--- config.mk ---
export PLATFORM = sky130hd
export DESIGN_NAME = pipe_stage_buf
export DESIGN_NICKNAME = d
export VERILOG_FILES = /design/src/rtl/pipe_stage_buf_pkg.sv /design/src/rtl/pipe_stage_buf_sat_counter.sv /design/src/rtl/pipe_stage_buf.sv
export SDC_FILE = /design/constraint.sdc
export NUM_CORES = 1
export LEC_CHECK = 0
export ABC_CLOCK_PERIOD_IN_PS = 2200
export CAP_MARGIN = 20
export CORE_MARGIN = 2
export CORE_UTILIZATION = 48
export CTS_BUF_LIST = sky130_fd_sc_hd__clkbuf_4 sky130_fd_sc_hd__clkbuf_8
export CTS_CLUSTER_DIAMETER = 50
export CTS_CLUSTER_SIZE = 25
export DETAILED_ROUTE_END_ITERATION = 10
export GPL_TIMING_DRIVEN = 0
export PLACE_DENSITY = 0.79
export RECOVER_POWER = 25
export SLEW_MARGIN = 10
export SYNTH_ARGS = -nofsm -noshare
export SYNTH_HDL_FRONTEND = slang
export SYNTH_HIERARCHICAL = 1
export SYNTH_SLANG_ARGS = --single-unit
--- constraint.sdc ---
create_clock -name clk -period 2.2 [get_ports clk]
set_input_delay 0.66 -clock clk [delete_from_list [all_inputs] [get_ports clk]]
set_output_delay 0.66 -clock clk [all_outputs]
set_load 0.05 [all_outputs]
--- src/rtl/pipe_stage_buf_pkg.sv ---
`default_nettype none
// ============================================================================
// Package     : pipe_pkg
// Description : Shared state encoding and default payload field offsets for
//               the generic inter-stage register pipe_stage_buf.
//               Layouts pack fields MSB-first, with the write enable in bit 0.
// Revision    : 1.0 - initial release
// ============================================================================
package pipe_pkg;

  // Occupancy of a pipeline stage buffer.
  typedef enum logic [1:0] {
    ST_EMPTY = 2'd0,
    ST_ONE   = 2'd1,
    ST_FULL  = 2'd2
  } state_t;

  // F/D layout: instr | PC8 (64 bits)
  localparam int unsigned FD_PC8_LSB   = 0;
  localparam int unsigned FD_INSTR_LSB = 32;
  localparam int unsigned FD_WIDTH     = 64;

  // E/M layout: instr | PC8 | rt_data | ALU_result | write number | write enable
  localparam int unsigned EM_WE_BIT    = 0;
  localparam int unsigned EM_WN_LSB    = 1;
  localparam int unsigned EM_ALU_LSB   = 6;
  localparam int unsigned EM_RT_LSB    = 38;
  localparam int unsigned EM_PC8_LSB   = 70;
  localparam int unsigned EM_INSTR_LSB = 102;
  localparam int unsigned EM_WIDTH     = 134;

  // M/W layout: instr | PC8 | result | write number | write enable
  localparam int unsigned MW_WE_BIT    = 0;
  localparam int unsigned MW_WN_LSB    = 1;
  localparam int unsigned MW_RES_LSB   = 6;
  localparam int unsigned MW_PC8_LSB   = 38;
  localparam int unsigned MW_INSTR_LSB = 70;
  localparam int unsigned MW_WIDTH     = 102;

endpackage
`default_nettype wire

--- src/rtl/pipe_stage_buf_sat_counter.sv ---
`default_nettype none
// ============================================================================
// Module      : sat_counter
// Description : Up-counter that sticks at its all-ones value. Generic
//               performance counter building block.
// Ports       : clk   - rising-edge clock
//               reset - asynchronous active-low reset, clears count
//               inc   - count this cycle
//               count - current value, saturates at 2^CNT_W-1
// Revision    : 1.0 - initial release
// ============================================================================
module sat_counter #(
  parameter int CNT_W = 16
) (
  input  logic             clk,
  input  logic             reset,
  input  logic             inc,
  output logic [CNT_W-1:0] count
);

  logic [CNT_W-1:0] r_count;

  always_ff @(posedge clk or negedge reset) begin
    if (!reset) begin
      r_count <= '0;
    end else if (inc && (r_count != {CNT_W{1'b1}})) begin
      r_count <= r_count + 1'b1;
    end
  end

  assign count = r_count;

endmodule
`default_nettype wire

--- src/rtl/pipe_stage_buf.sv ---
`default_nettype none
// ============================================================================
// Module      : pipe_stage_buf
// Description : Generic pipeline stage register with valid/ready handshake,
//               optional 2-entry skid buffer, synchronous flush and a
//               saturating back-pressure (stall) counter.
// Ports       : clk       - rising-edge clock
//               reset     - asynchronous active-low reset
//               flush     - synchronous clear of all entries (highest priority)
//               in_valid  - upstream offers in_data
//               in_ready  - stage accepts in_data this cycle
//               in_data   - upstream payload
//               out_valid - out_data holds a valid item
//               out_ready - downstream consumes this cycle
//               out_data  - head payload, zero when out_valid is low
//               stall_cnt - cycles with out_valid & !out_ready, saturating
// Revision    : 1.0 - initial release
// ============================================================================
module pipe_stage_buf
  import pipe_pkg::*;
#(
  parameter int WIDTH = 134,
  parameter int SKID  = 1,
  parameter int CNT_W = 16
) (
  input  logic             clk,
  input  logic             reset,
  input  logic             flush,
  input  logic             in_valid,
  output logic             in_ready,
  input  logic [WIDTH-1:0] in_data,
  output logic             out_valid,
  input  logic             out_ready,
  output logic [WIDTH-1:0] out_data,
  output logic [CNT_W-1:0] stall_cnt
);

  state_t           r_state;
  logic [WIDTH-1:0] r_main;
  logic [WIDTH-1:0] r_skid;
  logic             r_in_ready;

  logic             w_out_valid;
  logic             w_push;
  logic             w_pop;

  assign w_out_valid = (r_state != ST_EMPTY);
  assign w_push      = in_valid & in_ready;
  assign w_pop       = w_out_valid & out_ready;

  // r_in_ready mirrors (next state != FULL). It is only observed in skid
  // mode; in stall mode FULL is unreachable because in_ready already
  // requires out_ready while an item is held, so push implies pop.
  always_ff @(posedge clk or negedge reset) begin
    if (!reset) begin
      r_state    <= ST_EMPTY;
      r_main     <= '0;
      r_skid     <= '0;
      r_in_ready <= 1'b1;
    end else if (flush) begin
      // A concurrent pop has already been seen downstream; a concurrent
      // push is simply dropped.
      r_state    <= ST_EMPTY;
      r_main     <= '0;
      r_skid     <= '0;
      r_in_ready <= 1'b1;
    end else begin
      case (r_state)
        ST_EMPTY: begin
          if (w_push) begin
            r_main  <= in_data;
            r_state <= ST_ONE;
          end
        end
        ST_ONE: begin
          if (w_push && w_pop) begin
            r_main <= in_data;
          end else if (w_push) begin
            r_skid     <= in_data;
            r_state    <= ST_FULL;
            r_in_ready <= 1'b0;
          end else if (w_pop) begin
            // Zero the head so an empty stage emits a nop bubble.
            r_main  <= '0;
            r_state <= ST_EMPTY;
          end
        end
        ST_FULL: begin
          if (w_pop) begin
            r_main     <= r_skid;
            r_skid     <= '0;
            r_state    <= ST_ONE;
            r_in_ready <= 1'b1;
          end
        end
        default: begin
          r_state    <= ST_EMPTY;
          r_main     <= '0;
          r_skid     <= '0;
          r_in_ready <= 1'b1;
        end
      endcase
    end
  end

  generate
    if (SKID != 0) begin : g_skid
      // Registered ready: no combinational path from out_ready.
      assign in_ready = r_in_ready;
    end else begin : g_stall
      assign in_ready = ~w_out_valid | out_ready;
    end
  endgenerate

  assign out_valid = w_out_valid;
  assign out_data  = r_main;

  sat_counter #(
    .CNT_W (CNT_W)
  ) u_stall_cnt (
    .clk   (clk),
    .reset (reset),
    .inc   (w_out_valid & ~out_ready),
    .count (stall_cnt)
  );

endmodule
`default_nettype wire

==> run summary, run 1 <==
After detailed routing, the number of vias per cell comes to 5.97. The sum of buffers and inverters on the critical path is 3, and the worst vdd rail ir drop is 0.711 mV. The run gives -0.0108 ns as the final worst slack. The run finished, with violations left. Dividing total power by cell area gives a power density of 804 nW/um2.

The final period demand of the worst path is 2.21 ns. Before antenna repair, the detailed router went through 5 iterations. The final HPWL from detailed placement was 25500 um. Summed over all layers, the routed wires come to 36900 um. The number of endpoints with negative hold slack in the final report was 0. The cell sitting at the root of the clock tree is a sky130_fd_sc_hd__clkbuf_8.

Clock skew on the completed layout was measured at 0.0323 ns. In this run the critical register-to-register path is captured at out_data[9]. For the floorplan die area, the log shows 29100 um2. The slew of the pin with the lowest slew margin is 1.31 ns.

TritonCTS built the clock tree. The synthesized design contains 0 enable-type register cells. The tools report the global-route usage over all layers as 25.3%. The detailed router finished its first iteration with 771 violations. After detailed routing, the number of remaining DRC violations is 0. Compared with the post-synthesis result, the final layout area differs by 31.6%. The most used flip-flop cell after synthesis is sky130_fd_sc_hd__dfrtp_1. The number of I/O port buffers was 289; the number of clock sinks was 287. Traced cell by cell, the critical path runs through buf_6 -> clkbuf_16 -> or2_4 -> buf_8. The die is 171 um tall. By startpoint and endpoint, the worst setup path is classified as reg2out.

After floorplanning, the core was divided into 60 placement rows. Final hold analysis gives a worst-case slack of 0.433 ns. The final count of negative-setup-slack endpoints is 1, and the post-detailed-route count of antenna-violating nets is 0. The first global-routing pass estimated 58400 um of wire. Static timing analysis puts the maximum clock frequency at 452 MHz. The count of unique library cells instantiated by Yosys is 50, and the layout cell share with drive strength beyond 1 is 13.9%. The final-report max-slew violation count was 0.

The initial antenna violation count is 4, and the cell count after synthesis is 1018. Clock-pin slew was measured on the worst setup and hold paths at 0.07 ns. The min-delay analysis places its worst path in the category in2async. On the worst path, the slowest cell contributes a delay of 0.37 ns.

From left edge to right edge, the die measures 171 um. After routing the design area is 17500 um2. For this configuration, the core starts out at a cell density of 49.1%.

For this run, asynchronously set or reset flops after synthesis account for 100%. The largest individual stage delay along the critical path comes from the cell sky130_fd_sc_hd__dfrtp_1. The worst setup path is captured at a primary output.

Measured in cells, the most critical reg-to-reg path has a length of 8. The launch point of the worst reg-to-reg path is r_state[0]. Synthesis inferred 287 register bits. The routed layout has 10500 vias. The run gives 109 as the largest net degree at the start of global routing. Max-cap violations in this run came to 0. For the area inside the core boundary, the log shows 27100 um2.

Among cell families on the critical path, the largest total delay comes from buffers and inverters. Of all nets on the critical path, the largest fanout is 4. For flop-to-flop paths, the worst setup slack is 0.08 ns.

The worst setup path is launched from a flip-flop. The Yosys step of the flow raised 6 warnings. The routability congestion estimate from global placement was 0.821. The post-cts hold buffer count was 0. 291 I/O pins were placed. In this run the number of cells on the critical path is 4.

At the worst endpoint, the required time is 1.54 ns. Dividing the detail-routed wire length by the instance count gives 21.0 um. The average size of a mapped cell came out at 13.1 um2. Number of nets in the finished design: 1493. The post-synthesis instance area is 13300 um2. At the later pin of the worst-skew pair, clock insertion delay measures 0.54 ns. The logs give 35 for the TritonCTS buffer count and 3 for the maximum buffer depth of the clock tree. The H-tree depth came out at 2. Once placement finished, the instance area stood at 16700 um2. The worst pin sits at a relative slew slack of 12.7%.

For the arrival time reported for the critical path endpoint, the log shows 1.55 ns. The number of global-route vias before repair is 10700. The final clock period utilization by the worst path came out at 100%. The global route total overflow is 0. The sequential-to-total area share from yosys stat was 54.0%. Setup repair after global routing could not meet its margin everywhere. The checks that failed: setup timing. The number of nets in the synthesized netlist is 1158. The analysis attributes to cell leakage a power of 8.10 nW.
-- worst max-delay path by stage --
stage	endpoint	startpoint
floorplan	u_stall_cnt/count[15]	r_state[0]
global placement	out_data[115]	reset
detailed placement	r_skid[115]	out_ready
CTS	out_valid	r_state[0]
global route	out_data[19]	reset
finish	out_valid	r_state[0]
-- registers in the layout, indices dropped and copies added, names as in the netlist --
name               count
out_data             134
r_skid               134
u_stall_cnt/count     16
r_state                2
in_ready               1
-- layout by cell type (no fill, tap or decap), drive strengths merged, types with 3 or more instances in the layout --
master	count
nand3	9
buf	98
and3	3
diode	3
dfrtp	286
nand2	7
dlygate4sd2	134
clkdlybuf4s15	13
mux2i	135
o2bb2ai	134
a22o	268
clkdlybuf4s50	136
clkbuf	69
xnor2	5
a21oi	8
or2	3
nor2	9
nand4	10
bufinv	6
clkinv	3
o21a	4
inv	7
-- per-stage QoR --
stage | TNS, ns | util, % | std cells | setup WS [ns] | power [mW]
finish | -0.0108 | 64.7 | 1754 | -0.0108 | 14.1
global route | -3.40 | 64.7 | 1754 | -0.0697 | 14.7
CTS | -0.109 | 64.5 | 1744 | -0.109 | 14.2
detailed placement | -99.03 | 61.7 | 1681 | -0.486 | 9.70
global placement | -3505.09 | 61.5 | 1679 | -11.92 | 9.65
floorplan | 0 | - | 1018 | 0.0208 | 8.21
-- cells by family (layout without fill, tap and decap cells) --
logic type      after synthesis  after routing  synth area share (%)
compound gates              425            425                  27.9
xor+xnor                      7              7                 0.461
fa+ha+maj                     1              1                0.0940
buf+inv                     107            468                  4.28
flops                       287            287                  54.0
mux                         137            137                  10.4
other cells                   0              3                     0
simple gates                 54             54                  2.90
-- cell usage after synthesis, types with 4 or more instances --
master / number / area, um2
sky130_fd_sc_hd__dfrtp_1: 286 / 7160
sky130_fd_sc_hd__a22o_1: 268 / 2350
sky130_fd_sc_hd__a21oi_1: 5 / 25.0
sky130_fd_sc_hd__o2bb2ai_1: 134 / 1170
sky130_fd_sc_hd__nand4_1: 9 / 56.3
sky130_fd_sc_hd__clkbuf_1: 19 / 71.3
sky130_fd_sc_hd__xnor2_1: 5 / 43.8
sky130_fd_sc_hd__buf_2: 62 / 310
sky130_fd_sc_hd__buf_1: 11 / 41.3
sky130_fd_sc_hd__nand2_1: 6 / 22.5
sky130_fd_sc_hd__nand3_1: 5 / 25.0
sky130_fd_sc_hd__nor2_1: 8 / 30.0
sky130_fd_sc_hd__buf_6: 9 / 101
sky130_fd_sc_hd__o21a_1: 4 / 30.0
sky130_fd_sc_hd__buf_4: 6 / 45.0
sky130_fd_sc_hd__mux2i_1: 135 / 1350
-- power breakdown --
| part | leakage, nW | internal, mW | switching (mW) |
|---|---|---|---|
| Clock | 0.449 | 2.57 | 2.12 |
| Sequential | 3.91 | 5.65 | 0.277 |
| Combinational | 3.74 | 1.16 | 2.31 |
| Total | 8.10 | 9.38 | 4.71 |
-- per-layer routing --
| metal | vias up | part of all wire (%) | track usage [%] | wire, um |
|---|---|---|---|---|
| li1 | 4718 | - | - | - |
| met1 | 5288 | 44 | 35.3 | 16100 |
| met2 | 357 | 46 | 39.0 | 17100 |
| met3 | 99 | 5.3 | 4.12 | 1970 |
| met4 | 2 | 4.6 | 11.7 | 1700 |
| met5 | - | 0.043 | 0 | 16 |
-- timing repair --
item | in CTS | in global routing
gates resized for setup | 193 | 11
setup buffers | 0 | 7
endpoints found under the hold margin | 0 | 0
endpoints found under the setup margin | 163 | 11
-- cell type report --
type / count / area (um2)
Multi-Input combinational cell: 624 / 5560
Clock buffer: 45 / 601
Clock inverter: 18 / 279
Timing Repair Buffer: 298 / 2810
Buffer: 107 / 611
Antenna cell: 3 / 7.51
Tap cell: 372 / 465
Sequential cell: 287 / 7180
Fill cell: 2110 / 9580
Note: power is estimated with default switching activity, not from simulation.
==> inputs of run 2 (changes only) <==
Settings changed: CORE_MARGIN 2 to default, RECOVER_POWER 25 to default.
==> run 2 against run 1 <==
The run still ends with setup timing left; clock skew fell by 0.00086 ns; wire length decreased by 0.52%; worst setup slack worse by 0.071 ns; count of clock-buffer cells in the layout decreased by 13; combinational power barely moved; final cell count down 0.57%; sequential power hardly changed; critical path type unchanged; largest cell class unchanged.
==> run summary, run 2 (synthesis gave the netlist of run 1 again) <==
The number of endpoints with negative hold slack in the final report came out at 0. The tools report the critical path capture point type as a primary output. The layout overhead on the synthesized area is 29.5%. The count of cells along the worst register-to-register path is 5. The library cell used most frequently in the layout, excluding fill and tap cells, is sky130_fd_sc_hd__dfrtp_1.

STA puts the critical path data required time at 1.54 ns. In this run the critical register-to-register path is captured at out_data[98]. In the routed layout, each cell is associated on average with a via count of 5.96.

In this run the critical register-to-register path is launched from r_state[0]. The final clock skew is 0.0315 ns. After detailed routing, the met3 layer carries 1830 um of wire. The wire length of the first global-routing pass was 58700 um; the final clock period utilization by the worst path was 104%.

In this run the clock root is driven by a sky130_fd_sc_hd__clkbuf_8. Max-cap violations in this run came to 0. The largest net degree at the start of global routing was 106. The run gives 17300 um as the sum of met2 wire segment lengths after detailed routing. The run finished, with violations left.

The clock input transition at the sequential cells of the worst setup and hold paths was 0.10 ns. Excluding fillers, the count of instances in the completed layout stands at 1744. The worst setup path is of the reg2out kind.

For this design the top-level I/O count stands at 291. The final worst slack is -0.0823 ns, and the placement-stage cell area is 16700 um2. The logs give 3 for the initial antenna violation count and 3 for the maximum buffer depth of the clock tree. The slew of the pin with the lowest slew margin came out at 0.869 ns. Port buffering added 289 buffers. The H-tree depth came out at 1. The final period demand of the worst path works out to 2.28 ns.

In the routed design, unresolved DRC markers number 0. VDD sags by at most 0.932 mV. The utilization of the core after routing was 63.6%. TritonCTS built the clock tree. Global routing used 26.0% of the available tracks. The tools report the final-report max-slew violation count as 0. The power per unit of standard cell area works out to 774 nW/um2. For this design the static power due to leakage is 7.70 nW. The tools report the tightest slew margin relative to the limit as 42.1%.

After detailed routing, the average wire length per cell comes to 21.1 um. The starting utilization of the core area was 49.1%. In this run the worst path has a maximum fanout of 4. The die covers 28400 um2.

The initialized floorplan defines 60 standard-cell rows. The arrival time reported for the critical path endpoint is 1.62 ns, and the internal reg-to-reg setup slack is 0.13 ns. The die boundary width is 169 um. For the detailed-route via count, the log shows 10400.

The run gives 0 as the global route total overflow. At the later pin of the worst-skew pair, clock insertion delay measures 0.61 ns. The run gives 0.812 as the routability congestion estimate from global placement. The number of clock sinks is 287. The sum of routed wire segments on met1 is 16400 um. Setup repair after global routing could not meet its margin everywhere. The number of nets in the finished design was 1485; the final count of negative-setup-slack endpoints was 1. The detailed router finished its first iteration with 803 violations.

The run gives 27100 um2 as the area inside the core boundary. The final reports fail on setup timing. Final total power: 13.3 mW.

The hold slack was 0.0490 ns. The number of global-route vias before repair came out at 10600. The y dimension of the die is 169 um. In the layout the commonest cells are sky130_fd_sc_hd__dfrtp_1, sky130_fd_sc_hd__a22o_1, sky130_fd_sc_hd__clkdlybuf4s50_1. Number of optimization iterations in the first detailed-route pass: 5. Timing would allow up to 438 MHz. After detailed routing, no signal wire sits above met4. Finished layout cell area: 17200 um2.

The path class of the tightest hold or removal check is in2async. Once detailed placement completed, the half-perimeter wirelength came to 25000 um. In this run, placement finished with an instance count of 1681.

For this block, the routed nets add up to 36700 um of wire. The post-detailed-route count of antenna-violating nets was 0; the TritonCTS buffer count was 31. Critical path startpoint category: a flip-flop. The layout cell share with drive strength beyond 1 was 17.8%. For this design, the CTS-stage hold fixing added 0 buffers.
==> run 2: metrics by stage <==
| step | setup slack [ns] | setup TNS (ns) |
|---|---|---|
| 2_1_floorplan | 0.0208 | 0 |
| 3_5_place_dp | -0.468 | -99.62 |
| 4_1_cts | -0.214 | -0.214 |
| 5_1_grt | -0.145 | -0.167 |
| 3_3_place_gp | -11.90 | -3488.92 |
| 6_report | -0.0823 | -0.0823 |
==> run 2: area by class of cell <==
type / instances / area (um2)
flip-flops and latches: 287 / 7180
diodes: 3 / 7.51
multi-input cells: 624 / 5560
plain buffers: 106 / 593
fillers: 2130 / 9870
repair buffers: 295 / 2710
well taps: 372 / 465
clock inverters: 25 / 269
clock buffers: 32 / 440
==> run 2: power breakdown <==
group / switching [mW] / internal [mW] / leakage, nW / total (mW)
Combinational: 2.32 / 1.17 / 3.44 / 3.48
Clock: 2.26 / 1.66 / 0.357 / 3.91
Sequential: 0.287 / 5.65 / 3.91 / 5.93
==> run 2: timing repair <==
| action | in CTS | in global routing |
|---|---|---|
| pin swaps | 0 | 1 |
| resized for setup | 279 | 109 |
| buffers inserted | 0 | 4 |
| setup endpoints to repair | 163 | 129 |
==> run 2: worst max path at each step <==
stage	slack [ns]	startpoint	cells after the start	endpoint
after floorplan	0.02	r_state[0]	8	u_stall_cnt/count[15]
after global placement	-11.90	reset	1	u_stall_cnt/count[10]
after detailed placement	-0.47	r_state[0]	4	out_valid
after CTS	-0.21	r_state[0]	4	out_valid
after global routing	-0.14	r_state[0]	4	out_valid
final	-0.08	r_state[0]	4	out_valid
==> run 2: critical path, cell delays in order, from the launching register on <==
cell	delay (ns)
sky130_fd_sc_hd__dfrtp_1	0.38
sky130_fd_sc_hd__buf_6	0.12
sky130_fd_sc_hd__clkbuf_16	0.14
sky130_fd_sc_hd__or2_4	0.23
sky130_fd_sc_hd__buf_8	0.15
==> run 2: per-layer routing <==
| layer | vias up | track usage, % |
|---|---|---|
| met5 | - | 0 |
| met4 | 0 | 9.37 |
| met3 | 70 | 4.12 |
| met2 | 312 | 41.3 |
| met1 | 5294 | 36.1 |
| li1 | 4713 | - |
==> edit 1, RTL diff (settings of run 1) <==
The parameter `WIDTH` goes from 134 to 126.
--- a/src/rtl/pipe_stage_buf.sv
+++ b/src/rtl/pipe_stage_buf.sv
@@ -19,7 +19,7 @@
 module pipe_stage_buf
   import pipe_pkg::*;
 #(
-  parameter int WIDTH = 134,
+  parameter int WIDTH = 126,
   parameter int SKID  = 1,
   parameter int CNT_W = 16
 ) (
Ports: changed (resized in_data and out_data); port bits go from 291 to 275. No check against the original RTL was run, so the function may have changed too.
==> edit 1 against run 1 <==
The run still ends with negative setup slack left; power is 7.9% lower; cell area fell by 5.5%; clock skew up 0.0046 ns; sequential cell count shrank 16; synthesized area decreased by 5.3%; sequential share of layout area about the same; routed wire length is 5.2% lower; non-clock buffer count shrank 20; setup slack lost 0.049 ns; critical endpoint unchanged; largest power group unchanged.
==> edit 1: results (changes against run 1) <==
- # setup viols final: 1 (unchanged)
- Met3 Use GR: 5.08% (was 4.12%)
- Worst hold path class: in2reg (was in2async)
- Clk_skew: 0.0369 ns (was 0.0323 ns)
- Max FO, Critical Path: 7 (was 4)
- Placed Cells: 1573 (was 1681)
- Post-CTS sizing: 192 (was 193)
- GR Layer Usage met2: 39.2% (was 39.0%)
- Synth cell count leaders: dfrtp_1 (270), a22o_1 (252), mux2i_1 (127), o2bb2ai_1 (126), buf_2 (47) (was dfrtp_1 (286), a22o_1 (268), mux2i_1 (135), o2bb2ai_1 (134), buf_2 (62))
- Setup TNS: -0.0599 ns (was -0.0108 ns)
- Post-Synthesis Cells: 963 (was 1018)
- Via/cell ratio: 6.07 (was 5.97)
- Syn_nets: 1095 (was 1158)
- DR WL met2: 16.2 mm (was 17.1 mm)
- Failing checks: negative setup slack (unchanged)
- Arr. time, crit path: 1.60 ns (was 1.55 ns)
- Routability cong.: 0.820 (was 0.821)
- Worst setup margin: -0.0599 ns (was -0.0108 ns)
- Lkg Pwr: 7.62 nW (was 8.10 nW)
- Net count, final: 1416 (was 1493)
- Largest net degree at the start of global routing: 103 (was 109)
- WL/cell: 21.3 µm (was 21.0 µm)
- Worst-path clk slew: 0.10 ns (was 0.07 ns)
- Worst VDD drop: 0.604 mV (was 0.711 mV)
- Uppermost layer routed: met4 (was met5)
- CTS Buf Count: 34 (was 35)
- Final WL: 35.0 mm (was 36.9 mm)
- Cell Pwr Density: 784 nW/µm² (was 804 nW/µm²)
- Post-synthesis sequential area ratio: 53.8% (was 54.0%)
- Status: complete, but fails checks (unchanged)
- Placed cell area: 15800 µm² (was 16700 µm²)
- Slew margin rel.: 3.67% (was 12.7%)
## edit 1: changes by cell type after synthesis, moves of 2 or more
cell	before	now
buf_4	6	16
buf_1	11	8
clkbuf_1	19	21
dfrtp_1	286	270
mux2i_1	135	127
buf_2	62	47
a22o_1	268	252
o2bb2ai_1	134	126
## edit 1: path summary, 6_finish.rpt
kind                              start  slack (ns)                    end  depth (start not counted)
setup / recovery             r_state[0]       -0.06              out_valid                          4
hold / removal                    flush        0.44             r_state[0]                          2
setup reg to reg             r_state[0]        0.14  u_stall_cnt/count[14]                          9
hold reg to reg            out_data[63]        0.50           out_data[63]                          1
max in group asynchronous         reset        0.26            r_skid[102]                          2
min in group asynchronous         reset        0.47             r_skid[51]                          1
## edit 1: power by group
part           switching (W)  internal [W]
Clock                0.00209       0.00194
Sequential          0.000278       0.00534
Combinational        0.00219       0.00113
## edit 1: logic make-up (layout without fill, tap and decap cells)
group | Yosys count | after routing | share of synthesized area [%]
AO/OA/AOI/OAI | 401 | 401 | 27.8
flip-flops | 271 | 271 | 53.8
multiplexers | 129 | 129 | 10.3
buffers and inverters | 100 | 446 | 4.40
AND/OR/NAND/NOR | 54 | 54 | 3.06
XOR/XNOR | 7 | 7 | 0.487
adder cells (fa/ha/maj) | 1 | 1 | 0.0993
other | 0 | 2 | 0
## edit 1: worst max-delay path: stages, from the launching register on
cell	delay (ns)
dfrtp_1	0.39
buf_6	0.13
clkbuf_16	0.15
or2_4	0.24
buf_12	0.15
## edit 1: cell type report
| type | count | area share, % |
|---|---|---|
| diodes | 2 | 0.0302 |
| plain buffers | 97 | 3.51 |
| clock buffers | 40 | 3.21 |
| clock inverters | 21 | 1.29 |
| multi-input cells | 592 | 31.9 |
| flip-flops and latches | 271 | 41.0 |
| well taps | 335 | 2.53 |
| repair buffers | 288 | 16.6 |
==> edit 2, RTL diff (config.mk and constraints of run 1) <==
Made on the original files. Put a register stage on the output `stall_cnt`, cleared by the reset. The value now appears one clock later. The other outputs are not delayed to match. Comments in the files are not updated.
--- a/src/rtl/pipe_stage_buf.sv
+++ b/src/rtl/pipe_stage_buf.sv
@@ -34,6 +34,8 @@
   output logic [WIDTH-1:0] out_data,
   output logic [CNT_W-1:0] stall_cnt
 );
+
+  logic [CNT_W-1:0] stall_cnt_d;
 
   state_t           r_state;
   logic [WIDTH-1:0] r_main;
@@ -121,8 +123,16 @@
     .clk   (clk),
     .reset (reset),
     .inc   (w_out_valid & ~out_ready),
-    .count (stall_cnt)
+    .count (stall_cnt_d)
   );
+
+  always_ff @(posedge clk or negedge reset) begin
+    if (!reset) begin
+      stall_cnt <= '0;
+    end else begin
+      stall_cnt <= stall_cnt_d;
+    end
+  end
 
 endmodule
 `default_nettype wire
Behaviour: not the same (Yosys sat finds a counterexample within 4 cycles, from zero or initial values and one cycle with reset low).
==> edit 2 against run 1 <==
The flow still finishes with violations (negative setup slack); combinational power down 1%; routed wire length is 3.8% higher; non-clock buffer count rose by 4; cell area increased by 2.0%; sequential cell count rose by 16; setup slack worse by 0.067 ns; power down 1.7%; global-route usage hardly changed; synthesized area is 3.3% higher; largest cell class unchanged.
==> edit 2: results (changes against run 1) <==
- Post-synthesis sequential area ratio: 55.1% (was 54.0%)
- Clk_skew: 0.0378 ns (was 0.0323 ns)
- Layout cells sized above 1: 18.4% (was 13.9%)
- CTS H-tree lvls: 1 (was 2)
- Via/cell ratio: 5.77 (was 5.97)
- Failing checks: negative setup slack (unchanged)
- Worst VDD drop: 0.436 mV (was 0.711 mV)
- Worst-path clk slew: 0.09 ns (was 0.07 ns)
- Setup TNS: -0.0782 ns (was -0.0108 ns)
- # setup viols final: 1 (unchanged)
- Proportion of synthesized area in mux cells: 10.1% (was 10.4%)
- Max FO, Critical Path: 5 (was 4)
- Port Buffers: 290 (was 289)
- Routability cong.: 0.817 (was 0.821)
- Lkg Pwr: 8.02 nW (was 8.10 nW)
- Yosys cell types: 46 (was 50)
- Post-synthesis average cell area: 11.8 µm² (was 13.1 µm²)
- First-pass GRT wire length: 61.4 mm (was 58.4 mm)
- Largest net degree at the start of global routing: 106 (was 109)
- Final WL: 38.3 mm (was 36.9 mm)
- Syn_nets: 1305 (was 1158)
- Arr. time, crit path: 1.62 ns (was 1.55 ns)
- Synth cell count leaders: dfrtp_1 (302), a22o_1 (268), nand2_1 (140), mux2i_1 (135), o21ai_0 (96) (was dfrtp_1 (286), a22o_1 (268), mux2i_1 (135), o2bb2ai_1 (134), buf_2 (62))
- Setup WS pre-CTS: -0.545 ns (was -0.486 ns)
- Worst setup margin: -0.0782 ns (was -0.0108 ns)
- Placed Cells: 1835 (was 1681)
- Layout fillers: 2222 (was 2110)
- Synth Area in Compound Gates: 23.2% (was 27.9%)
- Initial antenna violation count: 3 (was 4)
- Post-Synth XOR/XNOR Area: 0.446% (was 0.461%)
- Post-Layout Cell Count: 1906 (was 1754)
- Status: complete, but fails checks (unchanged)
- Net count, final: 1641 (was 1493)
- Vias in the first global route: 10926 (was 10663)
- Clk_lat worst skew: 0.63 ns (was 0.54 ns)
- CTS Buf Count: 31 (was 35)
- Starting DRT DRC Count: 904 (was 771)
- Slew margin rel.: 5.04% (was 12.7%)
- Detailed Place HPWL: 26.4 mm (was 25.5 mm)
==> edit 2: changes by cell type after synthesis, sizes merged, moves of 7 or more <==
cell | before | now
clkbuf | 19 | 26
nand2 | 7 | 140
dfrtp | 286 | 302
o21ai | 2 | 138
o2bb2ai | 134 | 0
buf | 88 | 80
==> edit 2: worst paths after layout <==
| check | start | to | depth (start not counted) | slack, ns |
|---|---|---|---|---|
| max reg2reg | r_state[0] | out_data[110] | 4 | 0.14 |
| min reg2reg | u_stall_cnt/count[1] | stall_cnt[1] | 0 | 0.47 |
| min | reset | out_data[62] | 1 | 0.36 |
| max | r_state[1] | out_valid | 4 | -0.08 |
| max in group asynchronous | reset | r_skid[2] | 2 | 0.27 |
| min in group clk | u_stall_cnt/count[1] | stall_cnt[1] | 0 | 0.47 |
==> edit 2: power breakdown <==
group / total (W) / internal, W / switching (W)
Sequential: 0.00629 / 0.00597 / 0.000313
Clock: 0.00414 / 0.00175 / 0.00239
Combinational: 0.00343 / 0.00117 / 0.00226
==> edit 2: routing by layer <==
metal,global-route usage [%],part of all wire [%]
met5,0,0
met1,35.5,44
met3,5.09,7.5
met4,7.59,2.5
met2,39.9,46
==> edit 2: final cells by class <==
| type | count | area (µm²) | area share, % |
|---|---|---|---|
| buffer | 105 | 668 | 3.74 |
| multi-input combinational | 754 | 5520 | 30.9 |
| sequential | 303 | 7580 | 42.4 |
| clock buffer | 31 | 427 | 2.39 |
| inverter | 2 | 7.51 | 0.0420 |
| clock inverter | 26 | 302 | 1.69 |
| antenna | 3 | 7.51 | 0.0420 |
| tap | 378 | 473 | 2.65 |
| timing repair buffer | 304 | 2880 | 16.1 |
==> edit 2: repair_timing <==
action / CTS / global route
cloned: 0 / 0
endpoints found under the setup margin: 163 / 79
buffers inserted: 0 / 12
gates resized for setup: 352 / 65
pin swaps: 0 / 2
